==> src/rtl/serial_adder_nbit.sv <==
// Bit-serial WIDTH-bit adder: one full-adder cell plus a carry flip-flop,
// operands consumed LSB-first, one bit per clock, done pulse on the last bit.
module serial_adder_nbit #(
    parameter int WIDTH = 8
) (
    input  logic             clk,
    input  logic             rst,
    input  logic             start,
    input  logic [WIDTH-1:0] a,
    input  logic [WIDTH-1:0] b,
    input  logic             cin,
    output logic             busy,
    output logic             done,
    output logic [WIDTH-1:0] sum,
    output logic             cout,
    output logic             fsm_state
);

    localparam int CW = $clog2(WIDTH);

    typedef enum logic {
        IDLE = 1'b0,
        RUN  = 1'b1
    } state_t;

    state_t           state;
    state_t           state_next;
    logic [WIDTH-1:0] a_sr;
    logic [WIDTH-1:0] b_sr;
    logic [CW-1:0]    cnt;
    logic             carry;
    logic             bit_sum;
    logic             bit_carry;
    logic             last_step;
    logic             load;

    // Handshake: start is a request sampled only in IDLE; an accepted start
    // is acknowledged by busy rising, and done pulses once when sum/cout are final.

    assign last_step = (cnt == CW'(WIDTH - 1));
    assign bit_sum   = a_sr[0] ^ b_sr[0] ^ carry;
    assign bit_carry = (a_sr[0] & b_sr[0]) | (carry & (a_sr[0] ^ b_sr[0]));

    always_ff @(posedge clk) begin
        if (rst) begin
            state <= IDLE;
        end else begin
            state <= state_next;
        end
    end

    always_comb begin
        state_next = state;
        case (state)
            IDLE:    if (start) state_next = RUN;
            RUN:     if (last_step) state_next = IDLE;
            default: state_next = IDLE;
        endcase
    end

    always_comb begin
        busy      = (state == RUN);
        load      = (state == IDLE) && start;
        fsm_state = state;
    end

    // sum doubles as the result shift register, so it only settles at done
    // and then holds until the next accepted start has shifted into it.
    always_ff @(posedge clk) begin
        if (rst) begin
            a_sr  <= '0;
            b_sr  <= '0;
            sum   <= '0;
            cnt   <= '0;
            carry <= 1'b0;
            cout  <= 1'b0;
            done  <= 1'b0;
        end else begin
            done <= (state == RUN) && last_step;
            if (load) begin
                a_sr  <= a;
                b_sr  <= b;
                carry <= cin;
                cnt   <= '0;
            end else if (state == RUN) begin
                a_sr  <= a_sr >> 1;
                b_sr  <= b_sr >> 1;
                sum   <= {bit_sum, sum[WIDTH-1:1]};
                carry <= bit_carry;
                cnt   <= cnt + CW'(1);
                if (last_step) begin
                    cout <= bit_carry;
                end
            end
        end
    end

endmodule
==> config.mk <==
export PLATFORM = sky130hd
export DESIGN_NAME = serial_adder_nbit
export DESIGN_NICKNAME = d
export VERILOG_FILES = /design/src/rtl/serial_adder_nbit.sv
export SDC_FILE = /design/constraint.sdc
export NUM_CORES = 1
export LEC_CHECK = 0
export ABC_AREA = 1
export ABC_CLOCK_PERIOD_IN_PS = 1140
export CAP_MARGIN = 15
export CORE_ASPECT_RATIO = 0.9
export CORE_UTILIZATION = 43
export CTS_CLUSTER_SIZE = 20
export DETAILED_ROUTE_END_ITERATION = 12
export MAX_ROUTING_LAYER = met4
export PLACE_DENSITY_LB_ADDON = 0.1
export RECOVER_POWER = 25
export SLEW_MARGIN = 5
export SYNTH_ARGS = -nofsm -noshare
export SYNTH_HDL_FRONTEND = slang
export SYNTH_SLANG_ARGS = --single-unit
==> constraint.sdc <==
create_clock -name clk -period 1.14 [get_ports clk]
set_clock_uncertainty 0.15 [all_clocks]
set_input_delay 0.228 -clock clk [delete_from_list [all_inputs] [get_ports clk]]
set_output_delay 0.228 -clock clk [all_outputs]
set_load 0.02 [all_outputs]
**Yosys cells after proc, flatten, opt, wreduce, memory -nomap -nowiden**

Cells that the tools add are included.

- Output and inout bits: 12
- Word-level logic and storage cells: 32
- Flip-flop bits (word level): 31
- Memory bits (writable): 0
- ROM bits: 0
- Bits of input ports: 20
- Latch bits: 0
- Memories kept: 0

- Bitwise gates (word level): 7
- Shift operators: 0
- Muxes and demuxes: 9
- Divide/modulo/power cells: 0
- Add/sub/neg operators: 1
- Multiply operators: 0
- Equal/unequal tests: 1
- Order comparisons: 0
- Reductions and logical operators: 6

Operator list:

| operator | number |
|---|---|
| 2-to-1 mux 8 bit | 4 |
| 2-to-1 mux 1 bit | 4 |
| adder 3 x 1 -> 3 bit, second input constant | 1 |
| equality test 3 bit, second input constant | 1 |
| AND reduction 3 bit | 1 |
| bitwise AND 1 bit | 2 |
| logical AND 1 bit | 2 |
| NOT 1 bit | 2 |
| one-hot mux 1 bit (2 select lines) | 1 |
| AND reduction 2 bit | 1 |
| nonzero test 2 bit | 1 |
| OR reduction 2 bit | 1 |
| bitwise XOR 1 bit | 2 |
| OR 1 bit | 1 |

**Depth between registers and ports, before layout**

- Word-level depth: 5
- Mapped depth: 7
- Gate-level depth less buffers: 6

**Worst setup path after synthesis**

No wires, ideal clock.

- Path kind: register to register
- From: register state (netlist: busy)
- To: register a_sr[1]
- Library setup time: 109 ps
- Slack: -173 ps
- Required time: 881 ps
- Arrival: 1,054 ps
- Period minus slack after synthesis: 1,313 ps
- Stages on the path, launching flop included: 7
- Buffers on the path: 1
- Cell sequence: dfxtp_1 -> inv_2 -> buf_2 -> nand3_1 -> nand3_1 -> nand2_1 -> inv_1

- Word-level cells in the longest chain between the ends: 3
- Elaborated cells on any way between the ends: 4
- Classes of those cells: 1 x mux; 1 x bitwise; 2 x reduce/logical

RTL lines:

| item | RTL line | RTL |
|---|---|---|
| start, declared | 26 | `state_t state;` |
| start signal, assigned | 48 | `state <= state_next;` |
| NOT 1 bit | 63 | `load = (state == IDLE) && start;` |
| logical AND 1 bit | 63 |  |
| 2-to-1 mux 8 bit or nonzero test 2 bit (tied branches) | - |  |
| end signal, assigned | 86 | `a_sr <= a_sr >> 1;` |
| end, declared | 28 | `logic [WIDTH-1:0] a_sr;` |

Several ways; a longest one is shown, not always the timed one.
A chain may end at the register's enable or synchronous reset.

**Worst setup path after layout**

- From: register state (netlist: busy)
- To: register b_sr[5]

- Word-level cells in the longest chain between the ends: 3
- Elaborated cells on any way between the ends: 4
- Classes of those cells: 1 x mux; 1 x bitwise; 2 x reduce/logical

RTL lines:

| item | RTL line | RTL |
|---|---|---|
| NOT 1 bit | 63 |  |
| logical AND 1 bit | 63 |  |
| 2-to-1 mux 8 bit or nonzero test 2 bit (tied branches) | - |  |
| end signal, assigned | 87 | `b_sr <= b_sr >> 1;` |
| end, declared | 29 | `logic [WIDTH-1:0] b_sr;` |

Several ways; a longest one is shown, not always the timed one.

==> metrics.md <==
| Metric | Value |
|---|---|
| Outcome | `finished, violations left` |
| Failing checks | `setup timing` |
| First-pass GRT wire length | `5040 um` |
| Min-delay src | `b[7]` |
| Routability cong. | `0.772` |
| Io pins | `32` |
| CP Capture Type | `flop` |
| Cell taking the most area after synthesis | `dfxtp_1` |
| DRT iter0 DRCs | `39` |
| GRT Overall Usage | `0.222` |
| ANT cells | `0` |
| Synthesized flop and latch total | `31` |
| Crit-path max FO | `6` |
| DIE AREA | `0.00336 sq mm` |
| Avg WL per Cell | `12.2 um` |
| R2R depth | `7` |
| Cts bufs inserted | `5` |
| Max Slew Vio Count | `0` |
| R2r startpoint | `busy` |
| CTS tree | `yes` |
| Top-count cell post-synth | `nand2_1` |
| Area of the multi-input gates | `785 sq um` |
| Mapped cell area | `0.00135 sq mm` |
| Clock Latency Late Sink | `0.33 ns` |
| Crit path time final | `1.25 ns` |
| Grt ovf | `0` |
| Clock Path Buffers | `2` |
| Synth cell count leaders | `57 x nand2_1, 31 x dfxtp_1, 31 x nand3_1` |
| Unrepaired setup endpoints after global routing | `yes` |
| RR Endpoint | `b_sr[5]` |
| Switch Pwr | `0.682 mW` |
| Routed WL | `3440 um` |
| Vias | `1350` |
| Post-Layout Cell Count | `283` |
| Die extent in y | `55.1 um` |
| Post-Place Cells | `267` |
| Num Clock Sinks | `31` |
| Leakage power | `1.14 nW` |
| Slew margin rel. | `0.824` |
| Worst Setup Start Kind | `flop` |
| Core area | `0.00286 sq mm` |
| Yosys top cell area share | `0.461` |
| Fin crit share | `1.10` |
| Die Wd | `61.0 um` |
| Share of flip-flops with an asynchronous set or reset | `0` |
| Post-DP HPWL | `2100 um` |
| Arr. time, crit path | `1.39 ns` |
| Drc violations | `0` |
| Starting Density | `0.471` |
| Share of power burned in the clock network | `0.275` |
| Sequential cell area | `642 sq um` |
| Sw Ratio | `0.281` |
| Post-DRT Antenna Nets | `0` |
| Yosys cell types | `18` |
| Max Cap Violations | `0` |
| WS Path Type | `reg -> reg` |
| Post-synth EDFFs | `0` |
| CTS clk-pin slew, worst paths | `0.10 ns` |
| Layout Nets | `265` |
| TritonRoute pass-1 iters | `4` |
| Hold Crit Depth | `3` |
| Required @ worst endpoint | `1.27 ns` |
| Pin count of the biggest net entering global routing | `17` |
| Final Hold Vio Count | `0` |
| Warnings from Yosys | `0` |
| Std cell rows | `18` |
| CTS H-Tree Depth | `2` |
| Vias in the first global route | `1237` |
| PnR Total Power | `2.43 mW` |
| Syn Nets | `209` |
| Power Internal | `1.75 mW` |
| Worst min path class | `in -> reg` |
| Slack of the critical path | `-0.111 ns` |
| Register share of total power | `0.495` |
| PortBufs | `31` |
| Setup-failing EPs final | `33` |
| Fillers | `218` |
| Root Driver | `clkbuf_4` |
| Pwr dens | `1110 mW/mm^2` |
| Worst-Margin Slew | `0.264 ns` |
| Primary FF master, synth | `dfxtp_1` |
| P&R area growth vs syn | `62.8%` |
| R2R setup slack | `-0.11 ns` |
| Vias per inst | `4.77` |
| Worst hold path endpoint | `b_sr[7]` |
| Ranking of synthesized cells by area | `dfxtp_1 46%, nand2_1 16%, nand3_1 12%, nor2_1 5.3%, inv_1 4.7%` |
| Cells after Synth | `186` |
| Initial antenna violation count | `0` |
| Fmax | `799 MHz` |
| Register area share after synthesis | `0.461` |
| Avg Inst Size Synth | `7.24 sq um` |
| Setup TNS | `-2.25 ns` |
| Fraction of layout cells with a size suffix above 1 | `0.461` |
| Peak supply drop | `0.841 mV` |
| Comb pwr share | `0.230` |
## cells in the final DEF, fill, tap and decap left out, drive strengths merged
cell type	count
a21oi	4
o21ai	9
dfxtp	31
inv	18
clkbuf	7
nor2	21
buf	41
xnor2	1
fa	1
nand2	57
clkinv	1
nand3	31
ha	2
clkdlybuf4s50	18
dlymetal6s2s	1
## worst max-delay path, stage by stage (launching register included)
cell     delay [ns]
dfxtp_4        0.37
buf_6          0.13
nor2_4         0.18
buf_6          0.16
nand2_1        0.05
nand3_1        0.06
nand2_1        0.05
inv_1          0.05
## per-layer routing
layer	routed length [um]	track usage	share of wire	vias to the layer above
met4	37	0.136	0.011	0
met2	1730	0.375	0.50	23
li1	-	-	-	692
met3	133	0.0512	0.039	5
met1	1540	0.239	0.45	630
met5	0	-	0	-
## worst max-delay path by stage
stage | from | end | slack [ns] | depth (start not counted)
3_5_place_dp | start | carry | -0.38 | 7
5_1_grt | busy | a_sr[4] | -0.17 | 7
2_1_floorplan | b_sr[0] | sum[7] | -0.02 | 3
6_report | busy | b_sr[5] | -0.11 | 7
4_1_cts | busy | fsm_state | -0.09 | 1
3_3_place_gp | start | carry | -0.36 | 7
## area by class of cell
class | count | area share
Multi-Input combinational cell | 126 | 0.358
Sequential cell | 31 | 0.293
Timing Repair Buffer | 60 | 0.269
Inverter | 18 | 0.0308
Clock buffer | 7 | 0.0251
Tap cell | 40 | 0.0228
Clock inverter | 1 | 0.00228
## registers in the layout, indices dropped and copies added (netlist names)
signal / cells
busy: 1
done: 1
carry: 1
b_sr: 8
a_sr: 8
cnt: 3
cout: 1
sum: 8
## cells by family after synthesis
| group | Yosys count | synth area share |
|---|---|---|
| AND/OR/NAND/NOR | 109 | 0.340 |
| flip-flops | 31 | 0.461 |
| buffers and inverters | 29 | 0.111 |
| AO/OA/AOI/OAI | 13 | 0.0483 |
| adder cells (fa/ha/maj) | 3 | 0.0334 |
| XOR/XNOR | 1 | 0.00650 |
## stage by stage
stage / setup WS (ns) / utilization / area [sq um] / hold slack [ns]
6_report: -0.111 / 0.767 / 2190 / 0.305
4_1_cts: -0.0879 / 0.713 / 2040 / 0.282
3_3_place_gp: -0.363 / 0.631 / 1800 / 0.301
2_1_floorplan: -0.0234 / - / 1360 / 0.147
3_5_place_dp: -0.383 / 0.631 / 1800 / 0.304
5_1_grt: -0.172 / 0.767 / 2190 / 0.301
## timing repair
action                                  CTS  global route
buffers inserted                          3             3
gates resized for setup                 113            36
pin swaps                                 8             4
cloned                                    1             1
endpoints found under the setup margin   43            42
hold buffers                              0             0
## power groups by stage
stage | Clock, mW | Combinational [mW] | Sequential, mW
2_1_floorplan | 0 | 0.201 | 1.24
3_3_place_gp | 0 | 0.432 | 1.20
3_5_place_dp | 0 | 0.438 | 1.21
4_1_cts | 0.684 | 0.498 | 1.19
5_1_grt | 0.727 | 0.602 | 1.21
6_report | 0.667 | 0.559 | 1.20
(Power assumes the default switching activity.)
